### src/rtl/mmio_led_pwm.sv
// Single-word memory-mapped LED/RGB colour register with four 8-bit PWM channels.
// Loads return one cycle after the address; PWM duty changes take effect only at period boundaries.
module mmio_led_pwm #(
  parameter logic [31:0] BASE_ADDR = 32'hFFFFFFFC,
  parameter int          PRESCALE  = 4
) (
  input  logic        clk,
  input  logic        reset,
  input  logic [2:0]  funct3,
  input  logic        dmem_wren,
  input  logic [31:0] dmem_address,
  input  logic [31:0] dmem_data_in,
  output logic [31:0] dmem_data_out,
  output logic        hit,
  output logic        led,
  output logic        red,
  output logic        green,
  output logic        blue
);

  localparam int            PW       = (PRESCALE > 1) ? $clog2(PRESCALE) : 1;
  localparam logic [PW-1:0] PRE_LAST = PW'(PRESCALE - 1);

  logic          w_match;
  logic [1:0]    w_off;
  logic [7:0]    w_byte;
  logic [15:0]   w_half;
  logic [31:0]   w_ctrl_nxt;
  logic [31:0]   w_rdata;
  logic          w_tick;
  logic          w_boundary;

  logic [31:0]   r_ctrl;
  logic [31:0]   r_shd;
  logic [PW-1:0] r_pre;
  logic [7:0]    r_cnt;

  assign w_match    = (dmem_address[31:2] == BASE_ADDR[31:2]);
  assign w_off      = dmem_address[1:0];
  assign w_byte     = r_ctrl[{w_off, 3'b000} +: 8];
  assign w_half     = r_ctrl[{w_off[1], 4'b0000} +: 16];
  assign w_tick     = (r_pre == PRE_LAST);
  assign w_boundary = w_tick && (r_cnt == 8'hFF);

  // Misaligned halfword/word stores are silently dropped.
  always_comb begin
    w_ctrl_nxt = r_ctrl;
    if (w_match && dmem_wren) begin
      case (funct3)
        3'b000: w_ctrl_nxt[{w_off, 3'b000} +: 8] = dmem_data_in[7:0];
        3'b001: if (!w_off[0]) w_ctrl_nxt[{w_off[1], 4'b0000} +: 16] = dmem_data_in[15:0];
        3'b010: if (w_off == 2'd0) w_ctrl_nxt = dmem_data_in;
        default: ;
      endcase
    end
  end

  always_comb begin
    w_rdata = 32'd0;
    if (w_match && !dmem_wren) begin
      case (funct3)
        3'b000: w_rdata = {{24{w_byte[7]}}, w_byte};
        3'b100: w_rdata = {24'd0, w_byte};
        3'b001: if (!w_off[0]) w_rdata = {{16{w_half[15]}}, w_half};
        3'b101: if (!w_off[0]) w_rdata = {16'd0, w_half};
        3'b010: if (w_off == 2'd0) w_rdata = r_ctrl;
        default: ;
      endcase
    end
  end

  always_ff @(posedge clk or negedge reset) begin
    if (!reset) begin
      r_ctrl        <= 32'd0;
      dmem_data_out <= 32'd0;
      hit           <= 1'b0;
    end else begin
      r_ctrl        <= w_ctrl_nxt;
      dmem_data_out <= w_rdata;
      hit           <= w_match;
    end
  end

  // Shadow captures the pre-write ctrl on the boundary edge, so a write there lands one period later.
  always_ff @(posedge clk or negedge reset) begin
    if (!reset) begin
      r_pre <= '0;
      r_cnt <= 8'd0;
      r_shd <= 32'd0;
      led   <= 1'b0;
      red   <= 1'b0;
      green <= 1'b0;
      blue  <= 1'b0;
    end else begin
      r_pre <= w_tick ? '0 : r_pre + PW'(1);
      if (w_tick)     r_cnt <= r_cnt + 8'd1;
      if (w_boundary) r_shd <= r_ctrl;
      led   <= (r_cnt < r_shd[31:24]);
      red   <= (r_cnt < r_shd[23:16]);
      green <= (r_cnt < r_shd[15:8]);
      blue  <= (r_cnt < r_shd[7:0]);
    end
  end

endmodule
### config.mk
export PLATFORM = sky130hd
export DESIGN_NAME = mmio_led_pwm
export DESIGN_NICKNAME = d
export VERILOG_FILES = /design/src/rtl/mmio_led_pwm.sv
export SDC_FILE = /design/constraint.sdc
export NUM_CORES = 1
export LEC_CHECK = 0
export CAP_MARGIN = 20
export CELL_PAD_IN_SITES_DETAIL_PLACEMENT = 1
export CELL_PAD_IN_SITES_GLOBAL_PLACEMENT = 1
export CORE_MARGIN = 8
export CORE_UTILIZATION = 25
export DETAILED_ROUTE_END_ITERATION = 8
export GPL_TIMING_DRIVEN = 0
export PLACE_DENSITY = 0.53
export SETUP_SLACK_MARGIN = 0.02
export SLEW_MARGIN = 20
export SYNTH_ARGS = -nofsm -noshare
export SYNTH_HDL_FRONTEND = slang
export SYNTH_SLANG_ARGS = --single-unit
### constraint.sdc
create_clock -name clk -period 2.3 [get_ports clk]
set_clock_uncertainty 0.2 [all_clocks]
set_input_delay 0.23 -clock clk [delete_from_list [all_inputs] [get_ports clk]]
set_output_delay 0.23 -clock clk [all_outputs]
set_load 0.005 [all_outputs]
# Word level (Yosys, flattened, before mapping)
# Cells that the tools add are included.
# op_classes
addsub,4
multipliers,0
n_div,0
magnitude_cmp,4
n_eq_ne,9
shift,6
muxes,11
bitwise_logic,0
reduce_logical,8
# op_table
operator,n
$mux W32,5
$pmux W32 S5,1
$pmux W32 S3,1
$bwmux W32,2
$lt A8 B8 Y1,4
$shift A16 B7 Y32 const A,1
$shift A8 B7 Y32 const A,1
$shiftx A16 B7 Y32,1
$shiftx A32 B6 Y16,1
$shiftx A32 B6 Y8,1
$shiftx A8 B7 Y32,1
$eq A30 B30 Y1 const B,1
$mux W16,1
$neg A5 Y7,2
$add A8 B1 Y8 const B,1
$eq A8 B8 Y1 const B,1
$eq A3 B3 Y1 const B,2
$ne A2 B2 Y1 const B,2
$reduce_and A4 Y1,1
$eq A3 B1 Y1 const B,1
$eq A3 B2 Y1 const B,1
$logic_and A1 B1 Y1,3
$logic_not A3 Y1,1
$reduce_bool A3 Y1,1
other kinds (5),5
# word_totals
regBits,111
latch_bits,0
mem_bits_rw,0
romBits,0
inputBits,70
elab_cells,52
memories,0

# Logic depth before layout (Yosys ltp)
# logic_depth
depth_word,5
ltp_mapped,9
ltp_nobuf,7

# Least setup slack after synthesis
# No wires, ideal clock.
# synth_timing
path_kind,in2reg
startpoint,input port dmem_address[0]
endpoint,register with a tool-made name
setup_ns,0.139
arrival_time_ns,1.624
required_ns,1.961
slack_ns,0.336
stages,8
path_cell_list,buf_6 -> inv_1 -> ha_1 -> nor2b_1 -> o22ai_1 -> and2_1 -> o2111ai_1 -> o2bb2ai_1
# synth_rtl
item,line,source
from (decl),11,"input logic [31:0] dmem_address,"

# Worst setup path in the final report
# layout_timing
startpoint,input port funct3[0]
endpoint,register dmem_data_out[14]
# layout_via
elab_chain_len,3
word_cells_on_any_way,7
classes_between,4 x eq/ne; 2 x mux; 1 x reduce/logical
# layout_lines
item,line,source
from (decl),9,"input logic [2:0] funct3,"
"$eq A3 B2 Y1, or another cell as far along",61,case (funct3)
$pmux W32 S5 (*),61,
$mux W32 (*),60,if (w_match && !dmem_wren) begin
named net w_rdata[14],29,logic [31:0] w_rdata;
to (signal assigned),79,dmem_data_out <= w_rdata;
to (decl),13,"output logic [31:0] dmem_data_out,"
# Mark *: on every way through the listed nets, which the timed path passes. The rest lies on a longest branch.
# A chain may end at the register's enable or synchronous reset.

==> results.json <==
{
  "met3_usage_pct": 2.950,
  "ys.flop_type": "dfrtp_1",
  "start_util_pct": 25.50,
  "setup_viol": 0,
  "synthArstFlopShare_pct": 100.0,
  "grt_util_all_layers_pct": 14.51,
  "power.density_nw_per_um2": 522.4,
  "dr_total_vias": 4631,
  "synth_seq_cells": 111,
  "use_met2_pct": 23.12,
  "ff2ff_path_depth": 6,
  "clk_pin_slew_ps": 80,
  "routed_wl_um": 19390,
  "cts-root-buf": "clkbuf_16",
  "diodes": 0,
  "worst_r2r_endpoint": "dmem_data_out[27]$_DFF_PN0_",
  "synth_most_common_cell": "dfrtp_1",
  "synthTopCellsByCount": "dfrtp_1, nand2_1, o21ai_0",
  "syn_inst": 512,
  "yosysTopAreaCellShare_pct": 49.76,
  "syn_nets": 617,
  "fin_crit_ps": 2203,
  "seq_area_um2": 2781,
  "drcViolationCount": 0,
  "dp_hpwl_um": 14620,
  "place_area_um2": 7012,
  "crit_path_end_kind": "flop",
  "seq_area_frac_synth_pct": 49.76,
  "clockBufferDepth": 2,
  "drive_gt1_share_pct": 16.80,
  "yosys.cell_types.count": 51,
  "required_ps": 2370,
  "min_period_over_period_pct": 95.77,
  "clkSinkCount": 111,
  "worstSetupStartpoint": "funct3[0]",
  "antenna_found_initial": 0,
  "tightestPinTransition_ps": 935.1,
  "drv_slew": 0,
  "p_leak_nw": 3.035,
  "grt_first_pass_wirelength_um": 29790,
  "drtPass1Iterations": 7,
  "grt_pass1_vias": 5047,
  "grt_overflow": 0,
  "finalHoldViolCount": 0,
  "ios": 107,
  "synth_edf_count": 0,
  "fin_area_um2": 7571,
  "reg2reg_slack_ps": 150,
  "path_max_fanout": 10,
  "timing.hold.ws_ps": 147.7,
  "avgSynthCellArea_um2": 10.90,
  "final_cells": 929,
  "coreArea_um2": 21890,
  "drtAntennaViolNets": 0,
  "synth.largest_area_cell": "dfrtp_1",
  "cts_tree": "built",
  "io_buffers": 105,
  "fillers": 2468,
  "drt-wirelength-per-cell_um": 20.87,
  "place_congestion": 0.8285,
  "top_usage_layer": "met2",
  "layout.nets": 749,
  "htreeDepth": 3,
  "status": "complete, no violations",
  "placedCellCount": 898,
  "ir_worst_vdd_mv": 0.2894,
  "rows": 54,
  "maxSlewHeadroom_pct": 37.13,
  "multi_input_area_um2": 2673,
  "post_drt_via_cell_ratio": 4.985,
  "synth.area.top_cells": "dfrtp_1, ha_1, a22o_1",
  "cap_violations": 0,
  "grt_max_degree": 73,
  "numCtsBuffers": 9,
  "fin_util_pct": 34.59,
  "drtIter0Drc": 258,
  "met1_usage_pct": 19.34,
  "syn_area_um2": 5582,
  "synth_warnings": 0,
  "hold_class": "input pin to asynchronous set/reset pin",
  "crit_path_end": "dmem_data_out[14]$_DFF_PN0_",
  "clk_latency_ps": 370,
  "critical_path_class": "input pin to flop",
  "finalSetupTns_ps": 0,
  "dieArea_um2": 27360,
  "die_y_um": 165.4,
  "die_w_um": 165.4,
  "start_kind": "input pin",
  "clock.fmax_mhz": 454.0,
  "arrival_ps": 2270,
  "area_growth_pct": 35.64
}
==> worst min path at each step <==
| stage | startpoint | endpoint | slack [ps] | depth (start not counted) |
|---|---|---|---|---|
| finish | reset | dmem_data_out[7]$_DFF_PN0_ | 150 | 2 |
| global placement | r_pre[0]$_DFF_PN0_ | r_pre[0]$_DFF_PN0_ | 210 | 1 |
| CTS | reset | dmem_data_out[19]$_DFF_PN0_ | 160 | 2 |
| detailed placement | reset | dmem_data_out[19]$_DFF_PN0_ | -20 | 1 |
| global route | reset | dmem_data_out[18]$_DFF_PN0_ | 180 | 2 |
| floorplan | reset | asynchronous set/reset pin | -270 | 0 |
==> cell usage in the layout, fill, tap and decap left out, types with 3 or more instances in the layout <==
cell	n
a2111oi_0	4
a211oi_1	4
a21o_1	4
a21oi_1	16
a21oi_2	10
a222oi_1	15
a22o_1	36
a22oi_1	13
buf_2	10
buf_4	16
buf_6	3
clkbuf_1	3
clkbuf_16	9
clkbuf_2	6
clkdlybuf4s50_1	102
clkinvlp_4	3
dfrtp_1	108
dfrtp_2	3
ha_1	32
inv_1	30
mux2_2	13
nand2_1	56
nand2b_1	5
nand4_1	11
nor2_1	17
nor2_4	3
nor2b_1	3
o2111ai_1	4
o21a_1	4
o21ai_0	41
o2bb2ai_1	8
xnor2_1	5
xor2_1	3
==> per-stage QoR <==
stage	power, mW	worst slack (ps)
finish	3.955	97.38
global route	4.107	-2.889
CTS	3.988	-1.777
detailed placement	2.309	-877.9
global placement	2.298	-3505
floorplan	2.091	336.3
==> where the power goes <==
group          internal (mW)  total [mW]  switching (mW)  leakage (nW)
Combinational          0.168       0.349           0.181          1.35
Clock                  0.869        1.66           0.788         0.150
Sequential              1.95        1.95   0.00000000127          1.53
==> layer usage <==
metal / up-vias / wire (um)
li1: 2168 / -
met1: 2305 / 9166
met2: 133 / 8887
met3: 25 / 944
met4: 0 / 393
met5: - / 0
==> critical path: stages <==
cell             delay [ps]
clkdlybuf4s50_1         550
buf_2                   290
nand3_1                 340
o21ai_2                 490
a22oi_1                 140
a21oi_1                 230
==> what timing repair did <==
item	in CTS	in global routing
setup buffers	5	9
gates cloned	0	0
setup endpoints to repair	72	82
pin swaps	4	3
hold endpoints to repair	40	0
hold buffers	1	0
gates resized for setup	19	25
==> layout make-up <==
| class | instances | share of cell area (%) |
|---|---|---|
| multi-input combinational | 345 | 35.30 |
| inverter | 33 | 1.735 |
| clock inverter | 7 | 1.140 |
| sequential | 111 | 36.74 |
| tap | 280 | 4.627 |
| clock buffer | 9 | 2.975 |
| buffer | 23 | 1.735 |
| timing repair buffer | 121 | 15.75 |
==> logic make-up (layout without fill, tap and decap cells) <==
family | Yosys count | after routing | share of synthesized area [%]
compound gates | 170 | 170 | 23.02
xor+xnor | 8 | 8 | 1.255
fa+ha+maj | 35 | 35 | 7.846
buf+inv | 56 | 193 | 4.371
flops | 111 | 111 | 49.76
mux | 14 | 14 | 3.026
simple gates | 118 | 118 | 10.72
Power figures use the tool's default switching activity.
